`config.mk`:
```
export PLATFORM = sky130hd
export DESIGN_NAME = frame_generator
export DESIGN_NICKNAME = d
export VERILOG_FILES = /design/src/rtl/frame_gen_pkg.sv /design/src/rtl/frame_byte_sel.sv /design/src/rtl/frame_generator.sv
export SDC_FILE = /design/constraint.sdc
export NUM_CORES = 1
export LEC_CHECK = 0
export BUFFER_PORTS_ARGS = -buffer_cell sky130_fd_sc_hd__buf_2
export CAP_MARGIN = 20
export CORE_ASPECT_RATIO = 1.25
export CORE_MARGIN = 3
export CORE_UTILIZATION = 61
export DETAILED_ROUTE_END_ITERATION = 8
export GPL_TIMING_DRIVEN = 0
export PLACE_DENSITY_LB_ADDON = 0.08
export SKIP_LAST_GASP = 1
export SYNTH_ARGS = -nofsm -noshare
export SYNTH_HDL_FRONTEND = slang
export SYNTH_SLANG_ARGS = --single-unit
```
`constraint.sdc`:
```
create_clock -name tx_clk -period 2.99 [get_ports tx_clk]
set_input_delay 0.1495 -clock tx_clk [delete_from_list [all_inputs] [get_ports tx_clk]]
set_output_delay 0.1495 -clock tx_clk [all_outputs]
set_load 0.01 [all_outputs]
```
`src/rtl/frame_gen_pkg.sv`:
```
// frame_gen_pkg: shared definitions for the delay-tester frame generator.
//   - state_e      : generator FSM states
//   - OFF_*        : byte offsets of the header fields within a frame
//   - ETH_TYPE_*   : common EtherType values
//   - MAC_NF2C*    : NetFPGA port MAC addresses
package frame_gen_pkg;

    typedef enum logic [2:0] {
        IDLE,
        WAIT_ACK,
        SEND,
        GAP,
        DONE
    } state_e;

    localparam int OFF_DST  = 0;
    localparam int OFF_SRC  = 6;
    localparam int OFF_TYPE = 12;
    localparam int OFF_SEQ  = 14;
    localparam int OFF_TS   = 18;
    localparam int OFF_PAY  = 22;

    localparam logic [15:0] ETH_TYPE_IPV4 = 16'h0800;
    localparam logic [15:0] ETH_TYPE_ARP  = 16'h0806;
    localparam logic [15:0] ETH_TYPE_RARP = 16'h8035;
    localparam logic [15:0] ETH_TYPE_IPV6 = 16'h86DD;
    localparam logic [15:0] ETH_TYPE_88B5 = 16'h88B5;

    localparam logic [47:0] MAC_NF2C0 = 48'h004e46324300;
    localparam logic [47:0] MAC_NF2C1 = 48'h004e46324301;

endpackage

```
`src/rtl/frame_byte_sel.sv`:
```
// frame_byte_sel: combinational selection of one frame byte.
// Ports:
//   idx_i  : byte index within the frame
//   seq_i  : sequence number carried in bytes OFF_SEQ..OFF_SEQ+3
//   ts_i   : timestamp carried in bytes OFF_TS..OFF_TS+3
//   byte_o : frame byte at idx_i (header big-endian, then (idx-OFF_PAY) mod 256)
module frame_byte_sel
    import frame_gen_pkg::*;
#(
    parameter int          IDX_W    = 6,
    parameter logic [47:0] DST_MAC  = 48'hFFFFFFFFFFFF,
    parameter logic [47:0] SRC_MAC  = MAC_NF2C0,
    parameter logic [15:0] ETH_TYPE = ETH_TYPE_88B5
) (
    input  logic [IDX_W-1:0] idx_i,
    input  logic [31:0]      seq_i,
    input  logic [31:0]      ts_i,
    output logic [7:0]       byte_o
);

    // Whole header as one vector, byte 0 in the top bits.
    logic [175:0] hdr;
    logic [31:0]  idx32;
    logic         in_hdr;
    logic [7:0]   hdr_lsb;
    logic [7:0]   pay;

    assign hdr    = {DST_MAC, SRC_MAC, ETH_TYPE, seq_i, ts_i};
    assign idx32  = 32'(idx_i);
    assign in_hdr = idx32 < 32'(OFF_PAY);

    // Bit position of header byte idx; held at 0 in the payload so the
    // part-select never leaves the vector.
    assign hdr_lsb = in_hdr ? 8'(32'((OFF_PAY - 1) * 8) - (idx32 << 3)) : 8'd0;
    assign pay     = idx32[7:0] - 8'(OFF_PAY);

    assign byte_o = in_hdr ? hdr[hdr_lsb +: 8] : pay;

endmodule

```
`src/rtl/frame_generator.sv`:
```
// frame_generator: emits a stream of Ethernet test frames on the byte-serial
// MAC TX interface. Each frame carries a sequence number and the TX timestamp
// captured when the MAC acknowledged the first byte.
// Ports:
//   tx_clk, reset        : clock, synchronous active-high reset
//   enable               : run frames while high (level)
//   conf_tx_en           : MAC TX enable (registered, 1 after reset)
//   conf_tx_jumbo_en     : 1 when FRAME_LEN > 1514 (registered)
//   conf_tx_no_gen_crc   : 0, the MAC appends the CRC
//   mac_tx_data/_dvld    : frame byte / valid
//   mac_tx_ack           : MAC accepted byte 0 (only honoured in WAIT_ACK)
//   frames_sent          : completed frames since reset, wraps
//   busy, done           : in WAIT_ACK/SEND, in DONE
module frame_generator
    import frame_gen_pkg::*;
#(
    parameter int          FRAME_LEN  = 60,
    parameter int          GAP_CYCLES = 100,
    parameter int          NUM_FRAMES = 0,
    parameter logic [47:0] DST_MAC    = 48'hFFFFFFFFFFFF,
    parameter logic [47:0] SRC_MAC    = MAC_NF2C0,
    parameter logic [15:0] ETH_TYPE   = ETH_TYPE_88B5
) (
    input  logic        tx_clk,
    input  logic        reset,
    input  logic        enable,
    output logic        conf_tx_en,
    output logic        conf_tx_jumbo_en,
    output logic        conf_tx_no_gen_crc,
    output logic [7:0]  mac_tx_data,
    output logic        mac_tx_dvld,
    input  logic        mac_tx_ack,
    output logic [31:0] frames_sent,
    output logic        busy,
    output logic        done
);

    localparam int               IDX_W      = $clog2(FRAME_LEN);
    localparam logic [IDX_W-1:0] LAST_IDX   = IDX_W'(FRAME_LEN - 1);
    localparam logic [31:0]      GAP_LAST   = 32'(GAP_CYCLES - 1);
    localparam logic [31:0]      NUM_TARGET = 32'(NUM_FRAMES);
    localparam logic             JUMBO      = (FRAME_LEN > 1514);

    state_e           state_q,  state_d;
    logic [IDX_W-1:0] idx_q,    idx_d;
    logic [31:0]      gap_q,    gap_d;
    logic [31:0]      ts_q;
    logic [31:0]      ts_cap_q, ts_cap_d;
    logic [31:0]      frames_q, frames_d;
    logic [31:0]      batch_q,  batch_d;
    logic             tx_en_q;
    logic             jumbo_q;
    logic [7:0]       sel_byte;

    always_ff @(posedge tx_clk) begin
        if (reset) begin
            state_q  <= IDLE;
            idx_q    <= '0;
            gap_q    <= '0;
            ts_q     <= '0;
            ts_cap_q <= '0;
            frames_q <= '0;
            batch_q  <= '0;
            tx_en_q  <= 1'b0;
            jumbo_q  <= 1'b0;
        end else begin
            state_q  <= state_d;
            idx_q    <= idx_d;
            gap_q    <= gap_d;
            ts_q     <= ts_q + 32'd1;
            ts_cap_q <= ts_cap_d;
            frames_q <= frames_d;
            batch_q  <= batch_d;
            tx_en_q  <= 1'b1;
            jumbo_q  <= JUMBO;
        end
    end

    always_comb begin
        state_d  = state_q;
        idx_d    = idx_q;
        gap_d    = gap_q;
        ts_cap_d = ts_cap_q;
        frames_d = frames_q;
        batch_d  = batch_q;
        case (state_q)
            IDLE: begin
                if (enable) state_d = WAIT_ACK;
            end
            WAIT_ACK: begin
                // Byte 0 is presented here; the ack cycle fixes the timestamp.
                if (mac_tx_ack) begin
                    state_d  = SEND;
                    idx_d    = IDX_W'(1);
                    ts_cap_d = ts_q;
                end
            end
            SEND: begin
                if (idx_q == LAST_IDX) begin
                    state_d  = GAP;
                    idx_d    = '0;
                    gap_d    = '0;
                    frames_d = frames_q + 32'd1;
                    batch_d  = batch_q + 32'd1;
                end else begin
                    idx_d = idx_q + IDX_W'(1);
                end
            end
            GAP: begin
                if (gap_q == GAP_LAST) begin
                    if ((NUM_FRAMES != 0) && (batch_q == NUM_TARGET)) state_d = DONE;
                    else if (enable)                                  state_d = WAIT_ACK;
                    else                                              state_d = IDLE;
                end else begin
                    gap_d = gap_q + 32'd1;
                end
            end
            DONE: begin
                // Re-arm only after enable has been released.
                if (!enable) begin
                    state_d = IDLE;
                    batch_d = '0;
                end
            end
            default: state_d = IDLE;
        endcase
    end

    frame_byte_sel #(
        .IDX_W    (IDX_W),
        .DST_MAC  (DST_MAC),
        .SRC_MAC  (SRC_MAC),
        .ETH_TYPE (ETH_TYPE)
    ) u_byte_sel (
        .idx_i  (idx_q),
        .seq_i  (frames_q),
        .ts_i   (ts_cap_q),
        .byte_o (sel_byte)
    );

    assign mac_tx_dvld        = (state_q == WAIT_ACK) || (state_q == SEND);
    assign mac_tx_data        = mac_tx_dvld ? sel_byte : 8'h00;
    assign busy               = mac_tx_dvld;
    assign done               = (state_q == DONE);
    assign frames_sent        = frames_q;
    assign conf_tx_en         = tx_en_q;
    assign conf_tx_jumbo_en   = jumbo_q;
    assign conf_tx_no_gen_crc = 1'b0;

endmodule
```
==> metrics.md, run 1 <==
| Metric | Value |
|---|---|
| HPWL after DPL | 13.5 mm |
| Sw Pwr | 1.45 mW |
| Area grow syn2layout | 15.7% |
| Yosys Warn Count | 0 |
| Port bufs | 46 |
| Clock Latency Late Sink | 0.42 ns |
| FILL cells | 908 |
| Antenna Nets Post-Route | 0 |
| Setup TNS | 0 ns |
| Ranking of synthesized cells by area | dfxtp_1, xnor2_1, nand2_1 |
| Gr usage total | 30.1% |
| Yosys top cell by area | dfxtp_1 |
| Req. time, crit path | 2.84 ns |
| CTS tree | done |
| Vias/cell | 6.12 |
| Share of cells above drive strength 1 | 13.5% |
| Crit path max fanout | 7 |
| Max H-tree Level | 4 |
| Combinational Power Share | 19.1% |
| Max Slew Vio Count | 0 |
| Unrepaired setup endpoints after global routing | no |
| Compound-Gate Fraction of Synth Area | 13.4% |
| Design area | 8090 µm² |
| Worst hold path type | primary input to flip-flop |
| Cells along the critical path | ha_1 -> buf_2 -> o21a_1 -> or2_2 -> o221a_2 -> a2111oi_2 -> a211oi_1 -> buf_2 |
| Die area | 12800 µm² |
| Crit path capture type | primary output |
| Gpl congestion | 0.914 |
| Post-DP Area | 7390 µm² |
| CP dominant cell by count | buf_2 |
| Via count | 6576 |
| Pwr per Cell Area | 626 nW/µm² |
| Die W | 102 µm |
| Top delay family on crit path | compound AO/OA/AOI/OAI gates |
| CP peak stage delay | 0.39 ns |
| FF+latch count, synth | 137 |
| Pleak | 2.79 nW |
| Vias in the first global route | 6376 |
| Area share of the largest cell type after synthesis | 39.2% |
| Crit path DAT | 2.79 ns |
| Status | finished clean |
| Largest family of logic cells by synthesized area | simple AND/OR/NAND/NOR gates |
| Worst Setup Start Kind | flip-flop |
| Number of buffers created by CTS | 17 |
| Clock transition at path regs | 0.06 ns |
| Multiplexer area fraction after synthesis | 3.21% |
| WL per Instance | 17.2 µm |
| CP Class | flip-flop to primary output |
| Asr flop ratio synth | 0% |
| Count of final hold-check violations | 0 |
| Clock sink count | 137 |
| GRT overflow | 0 |
| Setup Skew | 0.0102 ns |
| Total wire length | 18.5 mm |
| Dpl ws | 0.278 ns |
| Initial antenna violation count | 0 |
| Sequential area share after synthesis | 39.2% |
| Maxcap violations | 0 |
| Largest net degree at the start of global routing | 17 |
| DRC | 0 |
| Number of nets in the layout | 940 |
| Fin crit share | 98.2% |
| TritonRoute pass-1 iters | 5 |
| Final worst slack | 0.0546 ns |
| Main synth FF type | dfxtp_1 |
| Post-synth EDFFs | 0 |
| Post-layout minimum cycle time | 2.94 ns |
| Count of cell types in the netlist | 63 |
| Clock Path Buffers | 2 |
| Ant diodes | 0 |
| Root Driver | clkbuf_16 |
| # rows | 43 |
| Int Pwr | 3.61 mW |
| Worst path buffer plus inverter count | 2 |
| I/O pins | 50 |
| Post-CTS Setup Repair Bufs | 0 |
| Worst Hold Slack | 0.152 ns |
| Clk pwr share | 43.9% |
| XOR/XNOR share of the synthesized area | 9.65% |
| Worst IR Drop VDD | 0.356 mV |
| Mapped Area | 6990 µm² |
| Switching part of the total | 28.6% |
| Pwr Total | 5.06 mW |
| Most frequent cell after synthesis | dfxtp_1 |
| Post-synthesis simple-gate area fraction | 28.1% |
| Adder-Cell Fraction of Synth Area | 1.61% |
| Post-Synthesis Cells | 860 |
| Seq pwr share | 37.1% |
| Fmax achieved | 341 MHz |
| Normalized max-slew margin | 40.6% |
| Initial Utilization | 62.7% |
| Critical Path Slowest Stage Cell | or2_2 |
| Core area | 11100 µm² |
| First-pass GRT wire length | 31.1 mm |
| Avg Inst Size Synth | 8.13 µm² |
| Slew @ Worst Pin | 0.882 ns |
| Final setup violation count | 0 |
| DR iter-0 viols | 352 |
| Die height | 126 µm |
| Most instantiated cells after synthesis | dfxtp_1, nand2_1, nor2_1 |
routing by layer:
metal  routed length [µm]  track usage [%]  vias to the layer above
met5                    0                0                        -
met4                  436             11.3                        0
met2                 8920             49.7                      251
met1                 7850             38.8                     3092
li1                     -                -                     3192
met3                 1270             5.76                       41
worst min-delay path, stage by stage:
cell	delay [ns]
buf_2	0.10
nand2_1	0.12
nand2_1	0.09
a21oi_1	0.05
path summary, 6_finish.rpt:
kind                                   start              to  slack, ns  cells after the start
worst max register to register    state_q[0]       gap_q[21]       0.48                      8
worst min-delay path              mac_tx_ack    ts_cap_q[27]       0.15                      4
worst min register to register  ts_cap_q[31]    ts_cap_q[31]       0.45                      2
worst max-delay path                idx_q[1]  mac_tx_data[3]       0.05                      8
kinds of logic after synthesis:
logic type               Yosys count
AO/OA/AOI/OAI                    153
XOR/XNOR                          77
adder cells (fa/ha/maj)            9
buffers and inverters             80
flip-flops                       137
multiplexers                      15
other                              1
AND/OR/NAND/NOR                  388
power by group through the flow:
stage	logic [mW]	registers (mW)	clock network, mW
after detailed placement	0.909	1.91	0
after floorplan	0.614	1.91	0
after global routing	1.05	1.88	2.33
final	0.965	1.88	2.22
after global placement	0.898	1.91	0
after CTS	0.926	1.87	2.25
repair_timing:
item	in CTS	in global routing
resized for setup	4	9
hold buffers	1	0
setup endpoints to repair	5	7
endpoints found under the hold margin	1	0
pin swaps	0	0
sequential cells by signal, summed over array words and instances (netlist names):
signal / cells
frames_sent: 32
gap_q: 32
ts_cap_q: 32
ts_q: 32
idx_q: 6
state_q: 2
conf_tx_en: 1
cells in the final DEF (no fill, tap or decap), types with 19 or more instances in the layout:
cell / instances
clkbuf_1: 31
buf_2: 57
nand3_1: 33
xor2_1: 19
a21oi_1: 69
inv_1: 23
nand2_1: 101
xnor2_1: 56
nor2_1: 91
nor4_1: 25
dfxtp_1: 137
o21ai_0: 33
nand4_1: 27
nor3_1: 26
or3_1: 22
area by class of cell:
type	instances	area, µm²	share of cell area, %
multi-input cells	645	3960	49.0
flip-flops and latches	137	2740	33.9
clock buffers	21	480	5.94
plain buffers	56	248	3.06
repair buffers	47	240	2.97
well taps	135	169	2.09
clock inverters	11	155	1.92
inverters	23	86.3	1.07
stage by stage:
step,std cells,utilization (%)
finish,1075,72.6
global route,1075,72.6
CTS,1076,72.3
detailed placement,1043,66.4
global placement,1043,66.4
floorplan,862,-
(Power assumes the default switching activity.)
==> inputs of run 2 (changes only) <==
--- a/config.mk
+++ b/config.mk
@@ -5,13 +5,16 @@
 export SDC_FILE = /design/constraint.sdc
 export NUM_CORES = 1
 export LEC_CHECK = 0
+export ABC_AREA = 1
 export BUFFER_PORTS_ARGS = -buffer_cell sky130_fd_sc_hd__buf_2
 export CAP_MARGIN = 20
+export CELL_PAD_IN_SITES_DETAIL_PLACEMENT = 1
+export CELL_PAD_IN_SITES_GLOBAL_PLACEMENT = 2
 export CORE_ASPECT_RATIO = 1.25
 export CORE_MARGIN = 3
-export CORE_UTILIZATION = 61
+export CORE_UTILIZATION = 34
 export DETAILED_ROUTE_END_ITERATION = 8
-export GPL_TIMING_DRIVEN = 0
+export GPL_TIMING_DRIVEN = 1
 export PLACE_DENSITY_LB_ADDON = 0.08
 export SKIP_LAST_GASP = 1
 export SYNTH_ARGS = -nofsm -noshare
==> run 2 against run 1 <==
Against the previous run:
- cell count is 48% higher
- clock-buffer cell count down 1
- first-iteration DRC count up 16%
- non-clock buffer count fell by 42
- critical endpoint is now mac_tx_data[0]
- largest power group unchanged
==> metrics.md, run 2 <==
| Metric | Value |
|---|---|
| Status | finished clean (unchanged) |
| Crit path capture type | primary output (unchanged) |
| Largest net degree at the start of global routing | 64 (was 17) |
| Final worst slack | 0.226 ns (was 0.0546 ns) |
| Fin crit share | 92.4% (was 98.2%) |
| Total wire length | 27.3 mm (was 18.5 mm) |
| Yosys Warn Count | 0 (unchanged) |
| TritonRoute pass-1 iters | 4 (was 5) |
| DRC | 0 (unchanged) |
| Avg Inst Size Synth | 6.33 µm² (was 8.13 µm²) |
| CTS tree | done (unchanged) |
| Antenna Nets Post-Route | 0 (unchanged) |
| Normalized max-slew margin | 41.8% (was 40.6%) |
| FILL cells | 2977 (was 908) |
| Die height | 177 µm (was 126 µm) |
| Die W | 143 µm (was 102 µm) |
| Asr flop ratio synth | 0% (unchanged) |
| Most instantiated cells after synthesis | nand2_1, nor2_1, dfxtp_1 (was dfxtp_1, nand2_1, nor2_1) |
| Fmax achieved | 362 MHz (was 341 MHz) |
| Max Slew Vio Count | 0 (unchanged) |
| Slew @ Worst Pin | 0.872 ns (was 0.882 ns) |
| Maxcap violations | 0 (unchanged) |
| Die area | 25200 µm² (was 12800 µm²) |
| # rows | 61 (was 43) |
| Main synth FF type | dfxtp_1 (unchanged) |
| Setup TNS | 0 ns (unchanged) |
| Crit path max fanout | 9 (was 7) |
| Count of final hold-check violations | 0 (unchanged) |
| Top sig layer | met4 (unchanged) |
| Cts hold-fix bufs | 0 (was 1) |
| Clock Latency Late Sink | 0.43 ns (was 0.42 ns) |
| Area share of the largest cell type after synthesis | 34.6% (was 39.2%) |
| GRT overflow | 0 (unchanged) |
| Worst Setup Start Kind | flip-flop (unchanged) |
| Pleak | 3.34 nW (was 2.79 nW) |
| Worst hold path type | primary input to flip-flop (unchanged) |
| DR WL met3 | 748 µm (was 1.27 mm) |
| Post-layout minimum cycle time | 2.76 ns (was 2.94 ns) |
| M1 WL | 12.0 mm (was 7.85 mm) |
| Final setup violation count | 0 (unchanged) |
| Count of cell types in the netlist | 41 (was 63) |
| Most frequent cell after synthesis | nand2_1 (was dfxtp_1) |
| Dpl ws | 0.477 ns (was 0.278 ns) |
| I/O pins | 50 (unchanged) |
| FF+latch count, synth | 137 (unchanged) |
| Final Core Density | 40.1% (was 72.6%) |
| Ranking of synthesized cells by area | dfxtp_1, nand2_1, nor2_1 (was dfxtp_1, xnor2_1, nand2_1) |
| Number of nets in the layout | 1303 (was 940) |
| Worst IR Drop VDD | 0.388 mV (was 0.356 mV) |
| Setup Skew | 0.0116 ns (was 0.0102 ns) |
| Via count | 8075 (was 6576) |
| Core area | 22600 µm² (was 11100 µm²) |
| Req. time, crit path | 2.84 ns (about the same) |
| Area grow syn2layout | 14.4% (was 15.7%) |
| Clock Path Buffers | 2 (unchanged) |
| Crit path DAT | 2.61 ns (was 2.79 ns) |
| Vias/cell | 5.09 (was 6.12) |
| Ant diodes | 0 (unchanged) |
| Commonest non-fill, non-tap cell in the layout | nand2_1 (was dfxtp_1) |
| Initial antenna violation count | 0 (unchanged) |
| Sequential area share after synthesis | 34.6% (was 39.2%) |
| Mapped Area | 7920 µm² (was 6990 µm²) |
| Met2 Wirelength | 13.6 mm (was 8.92 mm) |
| Initial Utilization | 35.1% (was 62.7%) |
| Clock transition at path regs | 0.07 ns (was 0.06 ns) |
| Pwr per Cell Area | 624 nW/µm² (was 626 nW/µm²) |
| DR iter-0 viols | 407 (was 352) |
| Clock sink count | 137 (unchanged) |
| Vias in the first global route | 8129 (was 6376) |
| First-pass GRT wire length | 43.5 mm (was 31.1 mm) |
| Number of buffers created by CTS | 17 (unchanged) |
| Unrepaired setup endpoints after global routing | no (unchanged) |
| Yosys top cell by area | dfxtp_1 (unchanged) |
| Worst Hold Slack | 0.144 ns (was 0.152 ns) |
| Pwr Total | 5.66 mW (was 5.06 mW) |
| Port bufs | 46 (unchanged) |
| HPWL after DPL | 20.7 mm (was 13.5 mm) |
| Gpl congestion | 0.878 (was 0.914) |
| Root Driver | clkbuf_16 (unchanged) |
| Share of cells above drive strength 1 | 10.4% (was 13.5%) |
| Post-Synthesis Cells | 1251 (was 860) |
| Post-synth EDFFs | 0 (unchanged) |
| Gr usage total | 22.0% (was 30.1%) |
| Max H-tree Level | 4 (unchanged) |
| WL per Instance | 17.2 µm (about the same) |
| Most frequent cells in the layout | nand2_1, nor2_1, dfxtp_1 (was dfxtp_1, nand2_1, nor2_1) |
| CP Class | flip-flop to primary output (unchanged) |
## run 2: power by group
part	switching, mW	internal, mW
Combinational	0.976	0.437
Clock	0.892	1.31
Sequential	0.0922	1.96
## run 2: critical path, cell delays in order (launching register included)
cell and delay [ns]:
dfxtp_2 0.37, ha_1 0.27, o21ai_4 0.23, buf_4 0.20, o211ai_2 0.24, a21oi_1 0.32, nand2_1 0.08, nand2_1 0.06
nand3_1 0.07, a21oi_1 0.18, buf_2 0.17
## run 2: kinds of logic (layout without fill, tap and decap cells)
| group | Yosys count | after routing | synth area share (%) |
|---|---|---|---|
| other | 1 | 3 | 0.0473 |
| AND/OR/NAND/NOR | 659 | 659 | 35.7 |
| AO/OA/AOI/OAI | 223 | 223 | 14.7 |
| flip-flops | 137 | 137 | 34.6 |
| XOR/XNOR | 39 | 39 | 4.31 |
| buffers and inverters | 183 | 233 | 9.16 |
| adder cells (fa/ha/maj) | 9 | 9 | 1.42 |
## run 2: worst paths after layout
| path | to | slack, ns | from | cells past startpoint |
|---|---|---|---|---|
| max | mac_tx_data[0] | 0.23 | idx_q[1] | 10 |
| min | state_q[0] | 0.14 | enable | 5 |
| max reg2reg | gap_q[26] | 0.69 | gap_q[0] | 11 |
| min reg2reg | ts_q[0] | 0.46 | ts_q[0] | 1 |
## run 2: timing repair
action                                  4_1_cts  5_1_grt
hold endpoints to repair                      0        0
setup buffers                                 0        1
gates resized for setup                       0        6
endpoints found under the setup margin        0        8
## run 2: through the flow
step / std cells / cell area, µm²
floorplan: 1253 / 7930
global placement: 1553 / 8430
detailed placement: 1553 / 8430
CTS: 1585 / 9040
global route: 1586 / 9060
finish: 1586 / 9060
## run 2: per-layer routing
layer	vias up	global-route usage [%]
met5	-	0
met4	0	9.23
met3	39	3.22
met2	121	38.9
met1	3806	26.5
li1	4109	-
## run 2: layout make-up
type,instances,area (µm²),share of cell area (%)
inverter,140,526,5.80
clock buffer,20,467,5.15
sequential,137,2740,30.3
multi-input combinational,933,4470,49.4
tap,283,354,3.91
clock inverter,12,141,1.56
timing repair buffer,61,355,3.92
==> inputs of run 3 (changes only) <==
--- a/config.mk
+++ b/config.mk
@@ -9,13 +9,14 @@
 export BUFFER_PORTS_ARGS = -buffer_cell sky130_fd_sc_hd__buf_2
 export CAP_MARGIN = 20
 export CELL_PAD_IN_SITES_DETAIL_PLACEMENT = 1
-export CELL_PAD_IN_SITES_GLOBAL_PLACEMENT = 2
+export CELL_PAD_IN_SITES_GLOBAL_PLACEMENT = 1
 export CORE_ASPECT_RATIO = 1.25
 export CORE_MARGIN = 3
-export CORE_UTILIZATION = 34
+export CORE_UTILIZATION = 43
 export DETAILED_ROUTE_END_ITERATION = 8
 export GPL_TIMING_DRIVEN = 1
 export PLACE_DENSITY_LB_ADDON = 0.08
+export SETUP_SLACK_MARGIN = 0.4
 export SKIP_LAST_GASP = 1
 export SYNTH_ARGS = -nofsm -noshare
 export SYNTH_HDL_FRONTEND = slang
==> run 3 against run 2 <==
Against the previous run:
- via count up 4.3%
- die area down 20%
- non-clock buffer count up 16
- power up 6.6%
- utilization up 12 points
- critical path type unchanged
- largest power group unchanged
==> metrics.md, run 3 (same netlist as run 2, synthesis figures left out) <==
| Metric | Value |
|---|---|
| Status | finished clean (unchanged) |
| Crit path max fanout | 6 (was 9) |
| Gr usage total | 26.5% (was 22.0%) |
| Maxcap violations | 0 (unchanged) |
| Worst Setup Start Kind | flip-flop (unchanged) |
| Normalized max-slew margin | 36.5% (was 41.8%) |
| Worst IR Drop VDD | 0.440 mV (was 0.388 mV) |
| Cells along the critical path | ha_4 -> o21ai_4 -> buf_6 -> buf_6 -> nand4_1 -> buf_6 -> nor2_1 -> nor2_1 -> nand3_1 -> nand2_1 -> nand2_1 -> a21oi_2 -> buf_2 (was ha_1 -> o21ai_4 -> buf_4 -> o211ai_2 -> a21oi_1 -> nand2_1 -> nand2_1 -> nand3_1 -> a21oi_1 -> buf_2) |
| # rows | 54 (was 61) |
| CTS tree | done (unchanged) |
| Via count | 8420 (was 8075) |
| HPWL after DPL | 18.8 mm (was 20.7 mm) |
| Share of cells above drive strength 1 | 13.0% (was 10.4%) |
| Critical Path Slowest Stage Cell | dfxtp_4 (was dfxtp_2) |
| Core area | 17800 µm² (was 22600 µm²) |
| Gpl congestion | 0.901 (was 0.878) |
| Clock sink count | 137 (unchanged) |
| Worst hold path type | primary input to flip-flop (unchanged) |
| Top delay family on crit path | simple AND/OR/NAND/NOR gates (was compound AO/OA/AOI/OAI gates) |
| GRT overflow | 0 (unchanged) |
| Register area | 2760 µm² (was 2740 µm²) |
| Worst path buffer plus inverter count | 4 (was 2) |
| Initial Utilization | 44.6% (was 35.1%) |
| DR iter-0 viols | 521 (was 407) |
| DRC | 0 (unchanged) |
| Pwr Total | 6.03 mW (was 5.66 mW) |
| Crit path DAT | 2.42 ns (was 2.61 ns) |
| Vias/cell | 5.46 (was 5.09) |
| I/O pins | 50 (unchanged) |
| CP dominant cell by count | buf_6 |
| Fin crit share | 86.0% (was 92.4%) |
| Commonest non-fill, non-tap cell in the layout | nand2_1 (unchanged) |
| Cts hold-fix bufs | 0 (unchanged) |
| Post-layout minimum cycle time | 2.57 ns (was 2.76 ns) |
| Setup Skew | 0.0107 ns (was 0.0116 ns) |
| Die area | 20100 µm² (was 25200 µm²) |
| Antenna Nets Post-Route | 0 (unchanged) |
| Fmax achieved | 389 MHz (was 362 MHz) |
| Req. time, crit path | 2.84 ns (about the same) |
| Ant diodes | 0 (unchanged) |
| CP Class | flip-flop to primary output (unchanged) |
| Setup TNS | 0 ns (unchanged) |
| Number of buffers created by CTS | 17 (unchanged) |
| Root Driver | clkbuf_16 (unchanged) |
| Count of final hold-check violations | 0 (unchanged) |
| Total wire length | 26.9 mm (was 27.3 mm) |
| Initial antenna violation count | 0 (unchanged) |
| Number of nets in the layout | 1319 (was 1303) |
| Clock Path Buffers | 2 (unchanged) |
| Vias in the first global route | 8324 (was 8129) |
| Clock Latency Late Sink | 0.43 ns (about the same) |
| Final Core Density | 52.5% (was 40.1%) |
| First-pass GRT wire length | 42.8 mm (was 43.5 mm) |
| Most frequent cells in the layout | nand2_1, nor2_1, dfxtp_1 (unchanged) |
| Slew @ Worst Pin | 0.951 ns (was 0.872 ns) |
| Pleak | 3.48 nW (was 3.34 nW) |
| Final setup violation count | 0 (unchanged) |
| Port bufs | 46 (unchanged) |
| CP peak stage delay | 0.37 ns (about the same) |
| Post-Place Cells | 1489 (was 1553) |
| Die W | 127 µm (was 143 µm) |
| WL per Instance | 17.5 µm (was 17.2 µm) |
| Pwr per Cell Area | 646 nW/µm² (was 624 nW/µm²) |
| Max H-tree Level | 4 (unchanged) |
| Unrepaired setup endpoints after global routing | yes (was no) |
| Die height | 158 µm (was 177 µm) |
| TritonRoute pass-1 iters | 5 (was 4) |
| FILL cells | 2421 (was 2977) |
| Area used by multi-input combinational logic | 4590 µm² (was 4470 µm²) |
| Area grow syn2layout | 17.8% (was 14.4%) |
| Clock transition at path regs | 0.06 ns (was 0.07 ns) |
| Crit path capture type | primary output (unchanged) |
| Max Slew Vio Count | 0 (unchanged) |
| Largest net degree at the start of global routing | 64 (unchanged) |
| Worst Hold Slack | 0.195 ns (was 0.144 ns) |
| Final Instance Count excl. Fillers | 1542 (was 1586) |
==> run 3: stage by stage <==
step,instance area [µm²],setup slack [ns]
6_report,9330,0.418
5_1_grt,9330,0.280
4_1_cts,9070,0.371
3_5_place_dp,8320,0.607
3_3_place_gp,8320,0.638
2_1_floorplan,7930,1.09
==> run 3: worst paths after layout <==
check | start | to | slack (ns) | cells past startpoint
worst max register to register | gap_q[0] | gap_q[26] | 0.70 | 11
worst max-delay path | idx_q[1] | mac_tx_data[3] | 0.42 | 13
worst min-delay path | enable | state_q[0] | 0.19 | 5
worst min register to register | ts_cap_q[30] | ts_cap_q[30] | 0.46 | 2
==> run 3: layout make-up <==
type	count	share of cell area, %
Clock buffer	19	4.85
Clock inverter	12	2.27
Inverter	140	5.75
Multi-Input combinational cell	933	49.1
Sequential cell	137	29.5
Tap cell	224	3.00
Timing Repair Buffer	77	5.47
==> run 3: worst reg2reg max path, delay by kind of cell, from the launching register on <==
kind | cells | cell delay, ns
fa+ha+maj | 1 | 0.33
simple gates | 9 | 1.34
flops | 1 | 0.42
compound gates | 1 | 0.15
==> run 3: repair_timing <==
item / CTS / global route
setup endpoints to repair: 8 / 8
gates cloned: 0 / 2
buffers inserted: 6 / 14
pin swaps: 4 / 14
gates resized for setup: 13 / 40
==> run 3: report_power, final <==
| part | leakage (nW) | internal [mW] | total, mW | switching [mW] |
|---|---|---|---|---|
| clock network | 0.325 | 1.54 | 2.41 | 0.870 |
| registers | 1.11 | 1.95 | 2.05 | 0.0915 |
| logic | 2.05 | 0.492 | 1.58 | 1.09 |
==> run 3: layer usage <==
| layer | track usage [%] | wire [µm] |
|---|---|---|
| met2 | 45.5 | 13200 |
| met1 | 33.3 | 11700 |
| met3 | 4.39 | 1130 |
| met5 | 0 | 0 |
| met4 | 9.76 | 809 |
